File: src/rtl/wb_ext_resp.sv
// Wishbone slave that hands each bus access to an external host over a
// request/response port, with a timeout auto-reply and sticky error flags.
module wb_ext_resp #(
  parameter int                       WB_DATA_WIDTH  = 32,
  parameter int                       WB_ADDR_WIDTH  = 32,
  parameter int                       WB_SEL_WIDTH   = 4,
  parameter int                       TIMEOUT_CYCLES = 1024,
  parameter logic [WB_DATA_WIDTH-1:0] TIMEOUT_DATA   = 32'hDEAD_BEEF
) (
  input  logic                     clk_i,
  input  logic                     rst_i,
  input  logic [WB_ADDR_WIDTH-1:0] wb_addr_i,
  input  logic [WB_DATA_WIDTH-1:0] wb_data_i,
  input  logic                     wb_we_i,
  input  logic [WB_SEL_WIDTH-1:0]  wb_sel_i,
  input  logic                     wb_stb_i,
  input  logic                     wb_cyc_i,
  output logic                     wb_ack_o,
  output logic [WB_DATA_WIDTH-1:0] wb_data_o,
  output logic                     req_valid_o,
  output logic [WB_ADDR_WIDTH-1:0] req_addr_o,
  output logic [WB_DATA_WIDTH-1:0] req_data_o,
  output logic [WB_SEL_WIDTH-1:0]  req_sel_o,
  output logic                     req_we_o,
  output logic [1:0]               req_size_o,
  input  logic                     resp_valid_i,
  input  logic [WB_DATA_WIDTH-1:0] resp_data_i,
  output logic                     timeout_o,
  output logic                     illegal_o,
  input  logic                     flags_clear_i
);

  localparam int                CNT_W    = $clog2(TIMEOUT_CYCLES) + 1;
  localparam bit                TO_EN    = (TIMEOUT_CYCLES != 0);
  localparam logic [CNT_W-1:0]  CNT_LAST = CNT_W'(TIMEOUT_CYCLES - 1);

  typedef enum logic [1:0] {
    S_IDLE    = 2'd0,
    S_PENDING = 2'd1,
    S_ACK     = 2'd2
  } state_t;

  state_t                   r_state;
  state_t                   w_next;
  logic [CNT_W-1:0]         r_cnt;
  logic [WB_ADDR_WIDTH-1:0] r_addr;
  logic [WB_DATA_WIDTH-1:0] r_wdata;
  logic [WB_DATA_WIDTH-1:0] r_rdata;
  logic [WB_SEL_WIDTH-1:0]  r_sel;
  logic                     r_we;
  logic [1:0]               r_size;
  logic                     r_timeout;
  logic                     r_illegal;

  logic [3:0]               w_sel4;
  logic [1:0]               w_size;
  logic                     w_capture;
  logic                     w_illegal;
  logic                     w_take_resp;
  logic                     w_take_to;

  // Size encoding shared with wb_ext: 0 byte, 1 half, 2 word, 3 illegal.
  always_comb begin
    w_sel4 = 4'(wb_sel_i);
    case (w_sel4)
      4'b0001, 4'b0010, 4'b0100, 4'b1000: w_size = 2'd0;
      4'b0011, 4'b1100:                   w_size = 2'd1;
      4'b1111:                            w_size = 2'd2;
      default:                            w_size = 2'd3;
    endcase
  end

  assign w_capture = (r_state == S_IDLE) && wb_cyc_i && wb_stb_i;
  assign w_illegal = w_capture && (w_size == 2'd3);

  always_ff @(posedge clk_i or posedge rst_i) begin
    if (rst_i) r_state <= S_IDLE;
    else       r_state <= w_next;
  end

  always_comb begin
    // NOTE: every output of this block gets a default first so no latch is inferred.
    w_next      = r_state;
    w_take_resp = 1'b0;
    w_take_to   = 1'b0;
    case (r_state)
      S_IDLE: begin
        if (w_capture) w_next = w_illegal ? S_ACK : S_PENDING;
      end
      S_PENDING: begin
        if (!wb_cyc_i) begin
          w_next = S_IDLE;
        end else if (resp_valid_i) begin
          w_take_resp = 1'b1;
          w_next      = S_ACK;
        end else if (TO_EN && (r_cnt == CNT_LAST)) begin
          w_take_to = 1'b1;
          w_next    = S_ACK;
        end
      end
      S_ACK:   w_next = S_IDLE;
      default: w_next = S_IDLE;
    endcase
  end

  always_ff @(posedge clk_i or posedge rst_i) begin
    if (rst_i) begin
      r_cnt     <= '0;
      r_addr    <= '0;
      r_wdata   <= '0;
      r_rdata   <= '0;
      r_sel     <= '0;
      r_we      <= 1'b0;
      r_size    <= 2'd0;
      r_timeout <= 1'b0;
      r_illegal <= 1'b0;
    end else begin
      if (w_capture) begin
        r_addr  <= wb_addr_i;
        r_wdata <= wb_data_i;
        r_sel   <= wb_sel_i;
        r_we    <= wb_we_i;
        r_size  <= w_size;
        r_cnt   <= '0;
        if (w_illegal) r_rdata <= '0;
      end
      // Writes always return zero data, whether answered or timed out.
      if (w_take_resp) begin
        r_rdata <= r_we ? '0 : resp_data_i;
      end else if (w_take_to) begin
        r_rdata <= r_we ? '0 : TIMEOUT_DATA;
      end else if ((r_state == S_PENDING) && (r_cnt != '1)) begin
        r_cnt <= r_cnt + 1'b1;
      end
      // Set beats a coincident clear.
      if (w_take_to)          r_timeout <= 1'b1;
      else if (flags_clear_i) r_timeout <= 1'b0;
      if (w_illegal)          r_illegal <= 1'b1;
      else if (flags_clear_i) r_illegal <= 1'b0;
    end
  end

  assign req_valid_o = (r_state == S_PENDING);
  assign wb_ack_o    = (r_state == S_ACK);
  assign wb_data_o   = r_rdata;
  assign req_addr_o  = r_addr;
  assign req_data_o  = r_wdata;
  assign req_sel_o   = r_sel;
  assign req_we_o    = r_we;
  assign req_size_o  = r_size;
  assign timeout_o   = r_timeout;
  assign illegal_o   = r_illegal;

endmodule
File: config.mk
export PLATFORM = sky130hd
export DESIGN_NAME = wb_ext_resp
export DESIGN_NICKNAME = d
export VERILOG_FILES = /design/src/rtl/wb_ext_resp.sv
export SDC_FILE = /design/constraint.sdc
export NUM_CORES = 1
export LEC_CHECK = 0
export BUFFER_PORTS_ARGS = -buffer_cell sky130_fd_sc_hd__clkbuf_2
export CORE_ASPECT_RATIO = 1.2
export CORE_MARGIN = 2
export CORE_UTILIZATION = 42
export CTS_BUF_LIST = sky130_fd_sc_hd__clkbuf_16
export DETAILED_ROUTE_END_ITERATION = 6
export PLACE_DENSITY = 0.81
export SYNTH_ARGS = -nofsm -noshare
export SYNTH_HDL_FRONTEND = slang
export SYNTH_SLANG_ARGS = --single-unit
export TNS_END_PERCENT = 20
File: constraint.sdc
create_clock -name clk_i -period 3.5 [get_ports clk_i]
set_clock_uncertainty 0.2 [all_clocks]
set_input_delay 0.175 -clock clk_i [delete_from_list [all_inputs] [get_ports clk_i]]
set_output_delay 0.175 -clock clk_i [all_outputs]
set_load 0.05 [all_outputs]
==> results of run 1 <==
state kept, by name, summed over array words and instances (netlist names):
signal / cells
req_size_o: 2
illegal_o: 1
req_sel_o: 4
r_cnt: 11
wb_data_o: 32
timeout_o: 1
r_state: 2
req_addr_o: 32
req_we_o: 1
req_data_o: 32
per-stage QoR:
stage	power, W	cell area [um^2]	utilization, %	setup WS [ns]	hold slack, ns
6_report	0.005105	7542	68.34	0.7369	0.03479
5_1_grt	0.005327	7542	68.34	0.5720	0.01503
4_1_cts	0.005123	7542	68.34	0.7992	0.007810
3_5_place_dp	0.003424	5954	53.96	0.8110	0.1165
3_3_place_gp	0.003378	5954	53.96	0.9548	0.09761
2_1_floorplan	0.002988	4773	-	0.8607	0.08044
cells in the mapped netlist, drive strengths merged (2+ instances only):
library cell  number
a221o             24
buf                8
o2111ai            3
dfrtp            118
nand3              3
nand2            223
inv                7
nand2b             2
o211ai             5
mux2i             10
clkbuf            20
or3                2
nor3               2
a22o               9
nor2b              2
and3               4
xor2               2
o21ai              9
nor4               2
nor2               5
kinds of logic (layout without fill, tap and decap cells):
| family | Yosys count | after routing |
|---|---|---|
| buffers and inverters | 35 | 361 |
| adders and majority gates | 1 | 1 |
| muxes | 11 | 11 |
| and+or+nand+nor | 250 | 250 |
| xor gates and xnor gates | 2 | 2 |
| DFF | 118 | 118 |
| AOI/OAI and AO/OA | 55 | 55 |
power groups by stage:
| stage | logic (W) | registers [W] | clock network, W |
|---|---|---|---|
| after floorplan | 0.000333 | 0.00266 | 0 |
| after global placement | 0.00158 | 0.00180 | 0 |
| after detailed placement | 0.00162 | 0.00181 | 0 |
| after CTS | 0.00171 | 0.00179 | 0.00162 |
| after global routing | 0.00182 | 0.00182 | 0.00169 |
| final | 0.00172 | 0.00180 | 0.00159 |
worst max-delay path by stage:
stage                            from                        to  slack (ns)  cells past startpoint
2_1_floorplan  r_state[1]$_DFFE_PP0P_  wb_data_o[0]$_DFFE_PP0P_        0.86                      5
3_3_place_gp       r_cnt[0]$_DFF_PP0_  wb_data_o[7]$_DFFE_PP0P_        0.95                      6
3_5_place_dp       r_cnt[0]$_DFF_PP0_  wb_data_o[6]$_DFFE_PP0P_        0.81                      6
4_1_cts            r_cnt[0]$_DFF_PP0_  wb_data_o[6]$_DFFE_PP0P_        0.80                      6
5_1_grt            r_cnt[0]$_DFF_PP0_  wb_data_o[3]$_DFFE_PP0P_        0.57                      6
6_report           r_cnt[0]$_DFF_PP0_  wb_data_o[3]$_DFFE_PP0P_        0.74                      6
layout make-up:
cell class              count  area, um^2
clock buffers              17       425.4
clock inverters            14       121.4
fillers                   777        3493
inverters                   7       30.03
multi-input cells         319        1683
flip-flops and latches    118        2953
well taps                 132       165.2
repair buffers            323        2165
worst max-delay path, cell delays in order (launching register included):
cell and delay (ns):
dfrtp_1 0.39, ha_1 0.23, nand4_2 0.17, or4_1 0.65, nor4_4 0.58, buf_4 0.32, a221o_1 0.17
cells in the final DEF (no fill, tap or decap), drive strengths merged, types with 2 or more instances in the layout:
cell / instances
a221o: 24
a22o: 9
and3: 4
buf: 6
bufinv: 2
clkbuf: 230
clkinv: 6
clkinvlp: 4
dfrtp: 118
dlygate4sd3: 104
inv: 9
mux2i: 10
nand2: 223
nand2b: 2
nand3: 3
nor2: 5
nor2b: 2
nor3: 2
nor4: 2
o2111ai: 3
o211ai: 5
o21ai: 9
or3: 2
xor2: 2
routing by layer:
metal	vias to the layer above	global-route usage, %	routed length (um)
li1	2198	-	-
met1	2243	25.32	5445
met2	195	42.01	7596
met3	31	6.127	930
met4	0	9.291	352
met5	-	0	0
==> impl_metrics.json, run 1 <==
{
  "final_cell_count_no_fill": 930,
  "drt-vias-per-instance": 5.018,
  "min_period_ns": 2.763,
  "sequentialPowerShare_pct": 35.2,
  "first_iter_violations": 208,
  "post-cts-setup-buffers": 0,
  "final_max_slew_viol_count": 0,
  "timing.fmax_mhz": 361.9,
  "initial_core_util_pct": 43.22,
  "final_layout_size_suffix_gt1_share_pct": 31.70,
  "reg2reg_from": "r_cnt[0]$_DFF_PP0_",
  "number_of_buffers_created_by_cts": 17,
  "hold_path_startpoint": "resp_valid_i",
  "worst-endpoint-required_ns": 3.62,
  "power_internal_w": 0.003085,
  "antenna_cells": 0,
  "clock_power_share_pct": 31.1,
  "synth.yosys.warnings": 0,
  "synth-simple-area-share_pct": 21.35,
  "synth_largest_type_area_fraction_pct": 61.91,
  "pin_count": 214,
  "dp_cells": 795,
  "core.rowCount": 42,
  "placement.io_buffers": 213,
  "vias": 4667,
  "clock_tree_root_buffer_cell": "clkbuf_16",
  "wire_length_of_the_first_global_routing_pass_um": 22350,
  "cts.sinks": 118,
  "area_growth_pct": 58.13,
  "grt_start_max_net_pins": 87,
  "first_global_vias": 4715,
  "gr-usage-all-layers_pct": 23.19,
  "die-height_um": 120.7,
  "synth_area_um2": 4770,
  "dieArea_um2": 12230,
  "worst-path-max-fanout": 13,
  "max_buffers_root_to_sink": 2,
  "timing.hold.worst_path_depth": 3,
  "relSlewSlack_pct": 44.45,
  "dominant_combinational_cell_family_by_area_after_synthesis": "simple AND/OR/NAND/NOR gates",
  "post_synth_num_cell_types": 36,
  "ys_seq_area_share_pct": 61.91,
  "synth-xor-area-share_pct": 0.3673,
  "worst-slew-pin-transition_ns": 0.8333,
  "synth_flop_cell": "dfrtp_1",
  "syn-instance-count": 472,
  "horizontal_extent_of_the_die_um": 101.3,
  "synth_compound_area_share_pct": 10.20,
  "max-cap-violations": 0,
  "number_of_enable_type_register_cells_in_the_synthesized_netlist": 0,
  "hold_viol_final": 0,
  "dominant_cell_type_by_area_after_synthesis": "dfrtp_1",
  "fin_crit_sh_pct": 78.95,
  "powerDensity_nw_per_um2": 676.9,
  "worstSetupStartpointType": "register",
  "detailedRoute.firstPassIterationCount": 4,
  "yosys_register_bits": 118,
  "h-tree-depth": 4,
  "vdd.ir_drop.worst_v": 0.0003959,
  "antenna_violations_before_repair": 0,
  "worstRegToRegCells": 6,
  "dp_hpwl_um": 8297,
  "yosys-mux-area-fraction_pct": 2.335,
  "synth_area_per_cell_um2": 10.11,
  "critical_path.reg2reg.endpoint": "wb_data_o[3]$_DFFE_PP0P_",
  "p_comb_share_pct": 33.7,
  "cts-resized-gates": 0,
  "grt_overflow": 0,
  "fp.coreArea_um2": 11040,
  "place.gp.congestion": 0.7770,
  "outcome": "complete, no violations",
  "p_sw_share_pct": 39.57,
  "async_reset_ff_share_pct": 100.0,
  "timing.final.setup_violations": 0,
  "cts_tree": "built",
  "synth_nets": 580,
  "timing.hold.worst_endpoint": "r_state[0]$_DFFE_PP0P_",
  "path_clk_slew_ns": 0.05,
  "path_class_of_the_lowest_slack_min_delay_path": "primary input to register",
  "synth_area_leaders": "dfrtp_1, nand2_1, a221o_1, mux2i_1, a22o_1",
  "nature_of_the_critical_path_endpoint": "register",
  "route.detailed.wl_per_inst_um": 15.40,
  "clock_latency_of_the_later_clocked_register_in_the_worst_skew_pair_ns": 0.39,
  "critical_path_arrival_ns": 2.88,
  "power.switching_w": 0.002020,
  "synth-adder-area-share_pct": 0.2623,
  "drt-total-wl_um": 14330,
  "drc_errors": 0,
  "fin_tns_setup_ns": 0,
  "r2r_setup_slack_ns": 0.74,
  "total_leakage_power_nw": 4.151,
  "worst-setup-path-type": "register to register",
  "antenna_violating_nets_post_route": 0,
  "final_net_count": 894,
  "grt_setup_unrepaired": "no",
  "ctsHoldBuffers": 104
}
Note: power is estimated with default switching activity, not from simulation.
==> run 2, diff against run 1 <==
==> constraint.sdc (replaced) <==
create_clock -name clk_i -period 2.3 [get_ports clk_i]
set_clock_uncertainty 0.2 [all_clocks]
set_input_delay 0.115 -clock clk_i [delete_from_list [all_inputs] [get_ports clk_i]]
set_output_delay 0.115 -clock clk_i [all_outputs]
set_load 0.05 [all_outputs]
==> impl_metrics.json, run 2 (synthesis results as in run 1) <==
{
  "outcome": "finished with violations",
  "failed_checks": "negative setup slack",
  "path_class_of_the_lowest_slack_min_delay_path": "primary input to register",
  "hold_viol_final": 0,
  "place.gp.congestion": 0.8294,
  "clock_tree_root_buffer_cell": "clkbuf_16",
  "worst-path-max-fanout": 6,
  "mostFrequentLayoutCell": "nand2_1",
  "core.rowCount": 42,
  "total_leakage_power_nw": 4.255,
  "first_global_vias": 4909,
  "drc_errors": 0,
  "critical_path_arrival_ns": 2.36,
  "horizontal_extent_of_the_die_um": 101.3,
  "drt-total-wl_um": 15410,
  "final_layout_size_suffix_gt1_share_pct": 33.37,
  "fin_crit_sh_pct": 100.1,
  "grt_start_max_net_pins": 87,
  "max_buffers_root_to_sink": 2,
  "drt-vias-per-instance": 5.139,
  "cp_top_family": "compound AO/OA/AOI/OAI gates",
  "antenna_cells": 0,
  "relSlewSlack_pct": 44.08,
  "gr-usage-all-layers_pct": 24.28,
  "worst-setup-path-type": "register to register",
  "cts_tree": "built",
  "first_iter_violations": 252,
  "die-height_um": 120.7,
  "route.detailed.wl_per_inst_um": 16.32,
  "vias": 4851,
  "worst-endpoint-required_ns": 2.36,
  "max_stage_delay_on_crit_path_ns": 0.58,
  "clock_latency_of_the_later_clocked_register_in_the_worst_skew_pair_ns": 0.41,
  "antenna_violating_nets_post_route": 0,
  "timing.critical_path.slowest_stage_cell": "o41a_1",
  "setup_ws_ns": -0.002053,
  "h-tree-depth": 4,
  "detailedRoute.firstPassIterationCount": 7,
  "max-cap-violations": 0,
  "layout_common_cells": "nand2_1, clkbuf_2, dfrtp_1, dlygate4sd3_1, a221o_1",
  "number_of_buffers_created_by_cts": 17,
  "area_growth_pct": 64.19,
  "final_net_count": 907,
  "wire_length_of_the_first_global_routing_pass_um": 23400,
  "fp.coreArea_um2": 11040,
  "fin_tns_setup_ns": -0.002053,
  "powerDensity_nw_per_um2": 1059,
  "r2r_setup_slack_ns": -0.002,
  "utilization_pct": 70.96,
  "placement.io_buffers": 213,
  "grt_overflow": 0,
  "initial_core_util_pct": 43.22,
  "nature_of_the_critical_path_endpoint": "register",
  "path_clk_slew_ns": 0.06,
  "timing.final.setup_violations": 1,
  "timing.critical_path.cells": "ha_4 > nand4_4 > o41a_1 > o32a_4 > a221o_1",
  "final_max_slew_viol_count": 0,
  "worst-slew-pin-transition_ns": 0.8388,
  "min_period_ns": 2.302,
  "timing.fmax_mhz": 434.4,
  "antenna_violations_before_repair": 0,
  "buffer_and_inverter_count_on_the_worst_path": 0,
  "vdd.ir_drop.worst_v": 0.0005031,
  "pin_count": 214,
  "cts.sinks": 118,
  "worstSetupStartpointType": "register",
  "dieArea_um2": 12230,
  "dp_hpwl_um": 8333
}
[run 2: cell count changes in the layout (fill, tap and decap cells not counted), sizes merged]
cell	previous run	this run
buf	6	15
bufinv	2	5
o32a	1	4
inv	9	7
dlygate4sd3	104	105
[run 2: tightest hold or removal path, delay by kind of cell]
| kind | cells | cell delay (ns) |
|---|---|---|
| simple gates | 2 | 0.30 |
| compound gates | 1 | 0.08 |
| buf+inv | 1 | 0.12 |
[run 2: what timing repair did]
item                       CTS  global route
pin swaps                    1             7
hold buffers               105             0
gates cloned                 1             3
buffers inserted             0             3
resized for setup            1             8
setup endpoints to repair   24            26
hold endpoints to repair   223             0
[run 2: final timing paths]
check | start | end | depth (start not counted)
worst min register to register | req_addr_o[14]$_DFFE_PP0P_ | req_addr_o[14]$_DFFE_PP0P_ | 2
worst max register to register | r_cnt[1]$_DFF_PP0_ | wb_data_o[5]$_DFFE_PP0P_ | 5
worst min-delay path | wb_cyc_i | illegal_o$_DFFE_PP0P_ | 4
worst max-delay path | r_cnt[1]$_DFF_PP0_ | wb_data_o[5]$_DFFE_PP0P_ | 5
min in group asynchronous | rst_i | r_state[0]$_DFFE_PP0P_ | 4
max in group asynchronous | rst_i | req_addr_o[21]$_DFFE_PP0P_ | 4
[run 2: layout make-up]
class / count / area (um^2)
tap: 132 / 165.2
fill: 740 / 3204
clock buffer: 17 / 425.4
multi-input combinational: 322 / 1764
timing repair buffer: 333 / 2281
sequential: 118 / 2954
clock inverter: 15 / 211.5
inverter: 7 / 30.03
[run 2: metrics by stage]
stage,std cells,instance area [um^2],total power (W),worst slack [ns],hold WS [ns]
2_1_floorplan,472,4773,0.004547,-0.3393,0.02044
3_3_place_gp,800,6017,0.005166,0.07666,0.03421
3_5_place_dp,800,6017,0.005233,-0.03213,0.03812
4_1_cts,938,7727,0.008235,0.02927,0.01366
5_1_grt,944,7831,0.008637,-0.03746,0.1204
6_report,944,7831,0.008294,-0.002053,0.05460
[run 2: power breakdown]
part | total [W] | switching, W | internal (W) | leakage (nW)
Clock | 0.00284 | 0.000934 | 0.00191 | 0.305
Combinational | 0.00270 | 0.00199 | 0.000712 | 2.43
Sequential | 0.00275 | 0.000274 | 0.00248 | 1.52
[run 2: routing by layer]
metal  wire length (um)  GRT usage, %  up-vias
met5                 50             0        -
met4                388         8.953        2
met3               1005         7.341       31
met2               8131         43.21      213
met1               5830         26.97     2354
li1                   -             -     2251
